### src/rtl/fu_op_decoder_issuer.sv
// Opcode decoder/issuer: FIFO-buffered commands, one-hot instruction, valid/ready output stage.
// Optional macro DEC_SEL_CHECK_EN drops commands with illegal operand selects and pulses sel_err.
module fu_op_decoder_issuer #(
  parameter int DEPTH = 4,
  localparam int CNTW = $clog2(DEPTH + 1)
) (
  input  logic            clk,
  input  logic            rst,
  input  logic            in_valid,
  output logic            in_ready,
  input  logic [2:0]      in_op,
  input  logic [2:0]      in_sel,
  output logic            out_valid,
  input  logic            out_ready,
  output logic [7:0]      instruction,
  output logic [2:0]      select,
  output logic [CNTW-1:0] count,
  output logic            sel_err
);

  localparam int PW = $clog2(DEPTH);

  typedef enum logic {IDLE, HOLD} state_t;

  state_t        state;
  logic [5:0]    mem [DEPTH];
  logic [PW-1:0] wr_ptr;
  logic [PW-1:0] rd_ptr;
  logic [2:0]    head_op;
  logic [2:0]    head_sel;
  logic          head_ok;
  logic          push;
  logic          pop;
  logic          load;

  assign in_ready  = (count < CNTW'(DEPTH));
  assign push      = in_valid && in_ready;
  assign out_valid = (state == HOLD);
  assign head_op   = mem[rd_ptr][5:3];
  assign head_sel  = mem[rd_ptr][2:0];

  // The head may leave the FIFO whenever the output register is empty or being consumed.
  assign pop  = (count != '0) && (!out_valid || out_ready);
  assign load = pop && head_ok;

`ifdef DEC_SEL_CHECK_EN
  assign head_ok = (head_sel == 3'b011) || (head_sel == 3'b101) || (head_sel == 3'b110);

  always_ff @(posedge clk or posedge rst) begin
    if (rst) begin
      sel_err <= 1'b0;
    end else begin
      sel_err <= pop && !head_ok;
    end
  end
`else
  assign head_ok = 1'b1;
  assign sel_err = 1'b0;
`endif

  // Storage carries no reset; occupancy is tracked by count and the pointers.
  always_ff @(posedge clk) begin
    if (push) begin
      mem[wr_ptr] <= {in_op, in_sel};
    end
  end

  always_ff @(posedge clk or posedge rst) begin
    if (rst) begin
      wr_ptr <= '0;
      rd_ptr <= '0;
      count  <= '0;
    end else begin
      if (push) begin
        wr_ptr <= wr_ptr + PW'(1);
      end
      if (pop) begin
        rd_ptr <= rd_ptr + PW'(1);
      end
      case ({push, pop})
        2'b10:   count <= count + CNTW'(1);
        2'b01:   count <= count - CNTW'(1);
        default: count <= count;
      endcase
    end
  end

  // Output stage: instruction/select only change on a load, so they hold while stalled or idle.
  always_ff @(posedge clk or posedge rst) begin
    if (rst) begin
      state       <= IDLE;
      instruction <= 8'h00;
      select      <= 3'b000;
    end else begin
      case (state)
        IDLE: begin
          if (load) begin
            state       <= HOLD;
            instruction <= 8'(1) << head_op;
            select      <= head_sel;
          end
        end
        HOLD: begin
          if (out_ready) begin
            if (load) begin
              instruction <= 8'(1) << head_op;
              select      <= head_sel;
            end else begin
              state <= IDLE;
            end
          end
        end
        default: state <= IDLE;
      endcase
    end
  end

endmodule

### config.mk
export PLATFORM = sky130hd
export DESIGN_NAME = fu_op_decoder_issuer
export DESIGN_NICKNAME = d
export VERILOG_FILES = /design/src/rtl/fu_op_decoder_issuer.sv
export SDC_FILE = /design/constraint.sdc
export NUM_CORES = 1
export LEC_CHECK = 0
export ABC_AREA = 1
export BUFFER_PORTS_ARGS = -buffer_cell sky130_fd_sc_hd__buf_2
export CELL_PAD_IN_SITES_DETAIL_PLACEMENT = 0
export CELL_PAD_IN_SITES_GLOBAL_PLACEMENT = 2
export CORE_MARGIN = 5
export CORE_UTILIZATION = 39
export DETAILED_ROUTE_END_ITERATION = 16
export GPL_ROUTABILITY_DRIVEN = 0
export PLACE_DENSITY = 0.86
export SLEW_MARGIN = 40
export SYNTH_ARGS = -nofsm -noshare
export SYNTH_HDL_FRONTEND = slang
export SYNTH_SLANG_ARGS = --single-unit
### constraint.sdc
create_clock -name clk -period 3.7 [get_ports clk]
set_input_delay 1.11 -clock clk [delete_from_list [all_inputs] [get_ports clk]]
set_output_delay 1.11 -clock clk [all_outputs]
set_load 0.05 [all_outputs]
---- Yosys cells after proc, flatten, opt, wreduce, memory -nomap -nowiden ----
Memory sizes are Yosys's and may differ from the RTL's.
Cells that the tools add are included.
storage, ports and cells
  register bits after elaboration ......... 19
  bits in latches ......................... 0
  RAM bits ................................ 24
  memory bits (read-only) ................. 0
  input bits .............................. 10
  output and inout bits ................... 17
  memories ................................ 1
cells by class
  $add $sub $neg .......................... 4
  multiply operators ...................... 0
  div/mod/pow operators ................... 0
  order comparisons ....................... 1
  equal/unequal tests ..................... 3
  shifts and indexed selects .............. 1
  mux-type cells .......................... 12
  bitwise operators ....................... 1
  reduce and logical (&&, ||, !) cells .... 6
memory list
  name  words  bits a word  rd ports  clocked after memory_dff  write ports  line  source
  mem   4      6            1         0                         1            26    logic [5:0] mem [DEPTH];
operators with widths
  cell                                                 number
  two-way mux 8 bit                                    2
  case mux 8 bit (2 select lines)                      1
  case mux 3 bit (2 select lines)                      2
  << shifter 1 x 3 -> 8 bit, first input constant      1
  two-way mux 3 bit                                    2
  adder 2 x 1 -> 2 bit, second input constant          2
  two-way mux 1 bit                                    4
  adder 3 x 1 -> 3 bit, second input constant          1
  < comparator 3 bit, second input constant            1
  nonzero test 3 bit                                   1
  subtractor 3 x 1 -> 3 bit, second input constant     1
  equality test 2 x 1 -> 1 bit, second input constant  1
  equality test 2 bit, second input constant           1
  logical AND 1 bit                                    2
  inequality test 2 bit, second input constant         1
  case mux 1 bit (2 select lines)                      1
  nonzero test 2 bit                                   1
  zero test 1 bit                                      1
  logical OR 1 bit                                     1
  NOT 1 bit                                            1

---- Logic depth before layout (Yosys ltp) ----
  depth in word-level cells ............... 6
  depth in mapped cells ................... 9

---- Least setup slack after synthesis ----
No wires, ideal clock.
  path kind ............................... input -> register
  start ................................... in out_ready
  end ..................................... reg count[2]
  setup time .............................. 0.143 ns
  data arrival time ....................... 2.367 ns
  path slack .............................. 1.191 ns
  cell stages on the path ................. 8
  path through ............................ nor2_1 > a21oi_2 > ha_1 > inv_1 > fa_1 > a21oi_1 > o21ai_0 > xor2_1
on the way
  cells in the longest elaborated chain, start to end .. 4
  elaborated cells on any way between the ends .. 6
RTL lines
  item                                                                   line  source
  start, declared                                                        14    input logic out_ready,
  logical OR 1 bit *                                                     43    assign pop = (count != '0) && (!out_valid || out_ready);
  logical AND 1 bit *                                                    43
  via load                                                               34    logic load;
  equality test 2 x 1 -> 1 bit or equality test 2 bit (tied branches)    80    case ({push, pop})
  case mux 3 bit (2 select lines) or nonzero test 2 bit (tied branches)  --
  end signal, assigned                                                   81    2'b10: count <= count + CNTW'(1);
  end signal, assigned                                                   82    2'b01: count <= count - CNTW'(1);
  end signal, assigned                                                   83    default: count <= count;
  end, declared                                                          17    output logic [CNTW-1:0] count,
The timed path passes the listed nets; every way through them passes the cells marked *.
A chain may end at the register's enable or synchronous reset.

---- Worst setup path after layout ----
Ends and elaborated chain as after synthesis.

==> results_dict.tcl <==
set metrics [dict create \
    grt_overflow_total 0 \
    endpoint_kind "register" \
    final-setup-viol-count 0 \
    slew_violations 0 \
    htree_levels 2 \
    worstSkewPairLatency_ns 0.29 \
    ant_nets 0 \
    fmax_mhz 409 \
    first_iter_violations 51 \
    drc_errors 0 \
    maxSlewHeadroom_pct 54.1 \
    antenna_found_initial 0 \
    cts_setup_buffers 0 \
    worst_ep_required_time_ns 3.87 \
    cts_buffer_depth 2 \
    final.period_utilization_pct 66.1 \
    core_area_um2 4720 \
    path_clk_slew_ns 0.08 \
    crit_path_cell_trace "buf_2, nor2_1, a21oi_2, ha_1, inv_1, fa_1, a21oi_1, o21ai_0, xor2_1" \
    drt-wirelength-per-cell_um 12.2 \
    holdWs_ns 0.477 \
    dieHeight_um 79.9 \
    vias 1220 \
    cts_root_buf "clkbuf_8" \
    synth.largest_area_cell "edfxtp_1" \
    dr.pass1.iters 5 \
    grt_max_degree 20 \
    syn_area_um2 1900 \
    synthTopCellsByArea "edfxtp_1 (38%), dfrtp_1 (25%), nand2_1 (11%)" \
    hold_viol 0 \
    numPortBuffers 25 \
    synth_area_per_cell_um2 10.5 \
    hp-start "instruction[4]" \
    chipWidth_um 79.9 \
    initial_core_util_pct 40.3 \
    async_reset_ff_share_pct 44.2 \
    hold_path.class "register to register" \
    cts_tree "yes" \
    power_density_nw_per_um2 922 \
    holdBufCountCts 0 \
    yosysWarningCount 0 \
    synth_common_cells "nand2_1 (56), edfxtp_1 (24), dfrtp_1 (19), nor2_1 (16), inv_1 (13)" \
    slowest_stage "fa_1" \
    finalWirelength_mm 3.36 \
    fin_worst_skew_ns 0.00583 \
    post_cts_resize_count 0 \
    seq_area_frac_synth_pct 62.9 \
    grt_pass1_vias 1242 \
    synth_edf_count 24 \
    synthCells 181 \
    post-route-util_pct 46.5 \
    tightest_slew_ns 0.684 \
    grt_pass1_wl_mm 5.81 \
    cp_max_fo 7 \
    mappedNetlistNets 197 \
    dpl.hpwl_mm 2.54 \
    synth_top_area_share_pct 37.9 \
    outcome "completed" \
    fin_crit_ns 2.45 \
    fillers 438 \
    synth_seq_cells 43 \
    rsz0062_at_grt "false" \
    reg2reg_slack_ns 1.69 \
    area_growth_pct 15.5 \
    cts.sinks 43 \
    cellLeakagePower_nw 1.02 \
    cts-buffers-inserted 5 \
    rows 25 \
    io_pins 27 \
    layout-drive-gt1-share_pct 23.9 \
    diodes 0 \
    synth.most_common_cell "nand2_1" \
    worstReg2RegStart "count[0]" \
    ys_types 23 \
    track_usage_pct 11.9 \
    avgViaCountPerCell 4.42 \
    tns_ns 0 \
    crit_arrival_ns 2.62 \
    cp-start-kind "input pin" \
    crit_type "input pin to register" \
    drv_cap 0 \
    startpoint "out_ready" \
    vdd_drop_max_mv 0.269 \
    crit_path_max_incr_delay_ns 0.37 \
    num-nets-final 224 \
    synth_ff_type "edfxtp_1" \
    dieArea_um2 6380 \
]
## cell usage in the layout, fill, tap and decap left out, types with 2 or more instances in the layout
master | Yosys | routed
a21oi_1 | 2 | 2
buf_2 | 1 | 25
bufinv_16 | 0 | 2
clkbuf_8 | 0 | 5
dfrtp_1 | 19 | 19
edfxtp_1 | 24 | 24
ha_1 | 5 | 5
inv_1 | 13 | 12
inv_2 | 3 | 3
nand2_1 | 56 | 56
nand2_2 | 6 | 6
nand3_1 | 3 | 3
nand3_2 | 3 | 3
nor2_1 | 16 | 16
nor2_2 | 4 | 4
o21ai_0 | 12 | 12
xor2_1 | 4 | 4
## power by group
group          total (mW)  internal, mW  switching, mW
sequential          0.721         0.634         0.0864
combinational       0.879         0.242          0.637
clock               0.427         0.270          0.157
total                2.03          1.15          0.881
## through the flow
| step | worst slack [ns] | area (um^2) | power [mW] | instances |
|---|---|---|---|---|
| after floorplan | 1.19 | 1900 | 1.46 | 181 |
| after global placement | 1.00 | 2070 | 1.60 | 268 |
| after detailed placement | 0.930 | 2070 | 1.62 | 268 |
| after CTS | 1.23 | 2200 | 2.05 | 276 |
| after global routing | 1.09 | 2200 | 2.20 | 276 |
| final | 1.25 | 2200 | 2.03 | 276 |
## cell families after synthesis
logic type	count (synthesis)	synth area share, %
xor+xnor	5	2.30
other cells	1	0.197
simple gates	88	19.9
flops	43	62.9
fa+ha+maj	6	4.34
compound gates	17	4.87
buf+inv	21	5.59
## per-layer routing
layer  GRT usage (%)  vias up  wire length (um)
met2            18.9       27              1550
met5               0        -                 0
li1                -      626                 -
met1            15.4      565              1620
met3            4.18        2               172
met4            3.55        0                15
## final timing paths
check                                 endpoint  cells after the start
worst max-delay path                  count[2]                      9
max in group asynchronous            rd_ptr[0]                      2
worst min register to register  instruction[4]                      2
min in group asynchronous             count[0]                      2
worst min-delay path            instruction[4]                      2
worst max register to register        count[2]                      8
## final cells by class
cell class / count / area [um^2] / share of cell area (%)
sequential: 43 / 1200 / 54.4
multi-input combinational: 117 / 601 / 27.3
timing repair buffer: 25 / 125 / 5.69
tap: 67 / 83.8 / 3.81
clock buffer: 6 / 72.6 / 3.30
clock inverter: 2 / 60.1 / 2.73
inverter: 16 / 60.1 / 2.73
## flip-flops by register name (all words and copies together), names as in the netlist
register	flops
instruction	8
mem	24
select	3
wr_ptr	2
rd_ptr	2
out_valid	1
count	3
## worst max-delay path: cells and delay by family
kind,cells,cell delay (ns)
AOI/OAI and AO/OA,3,0.54
xor gates and xnor gates,1,0.15
adders and majority gates,2,0.58
buffers and inverters,2,0.17
and+or+nand+nor,1,0.05
Note: power is estimated with default switching activity, not from simulation.
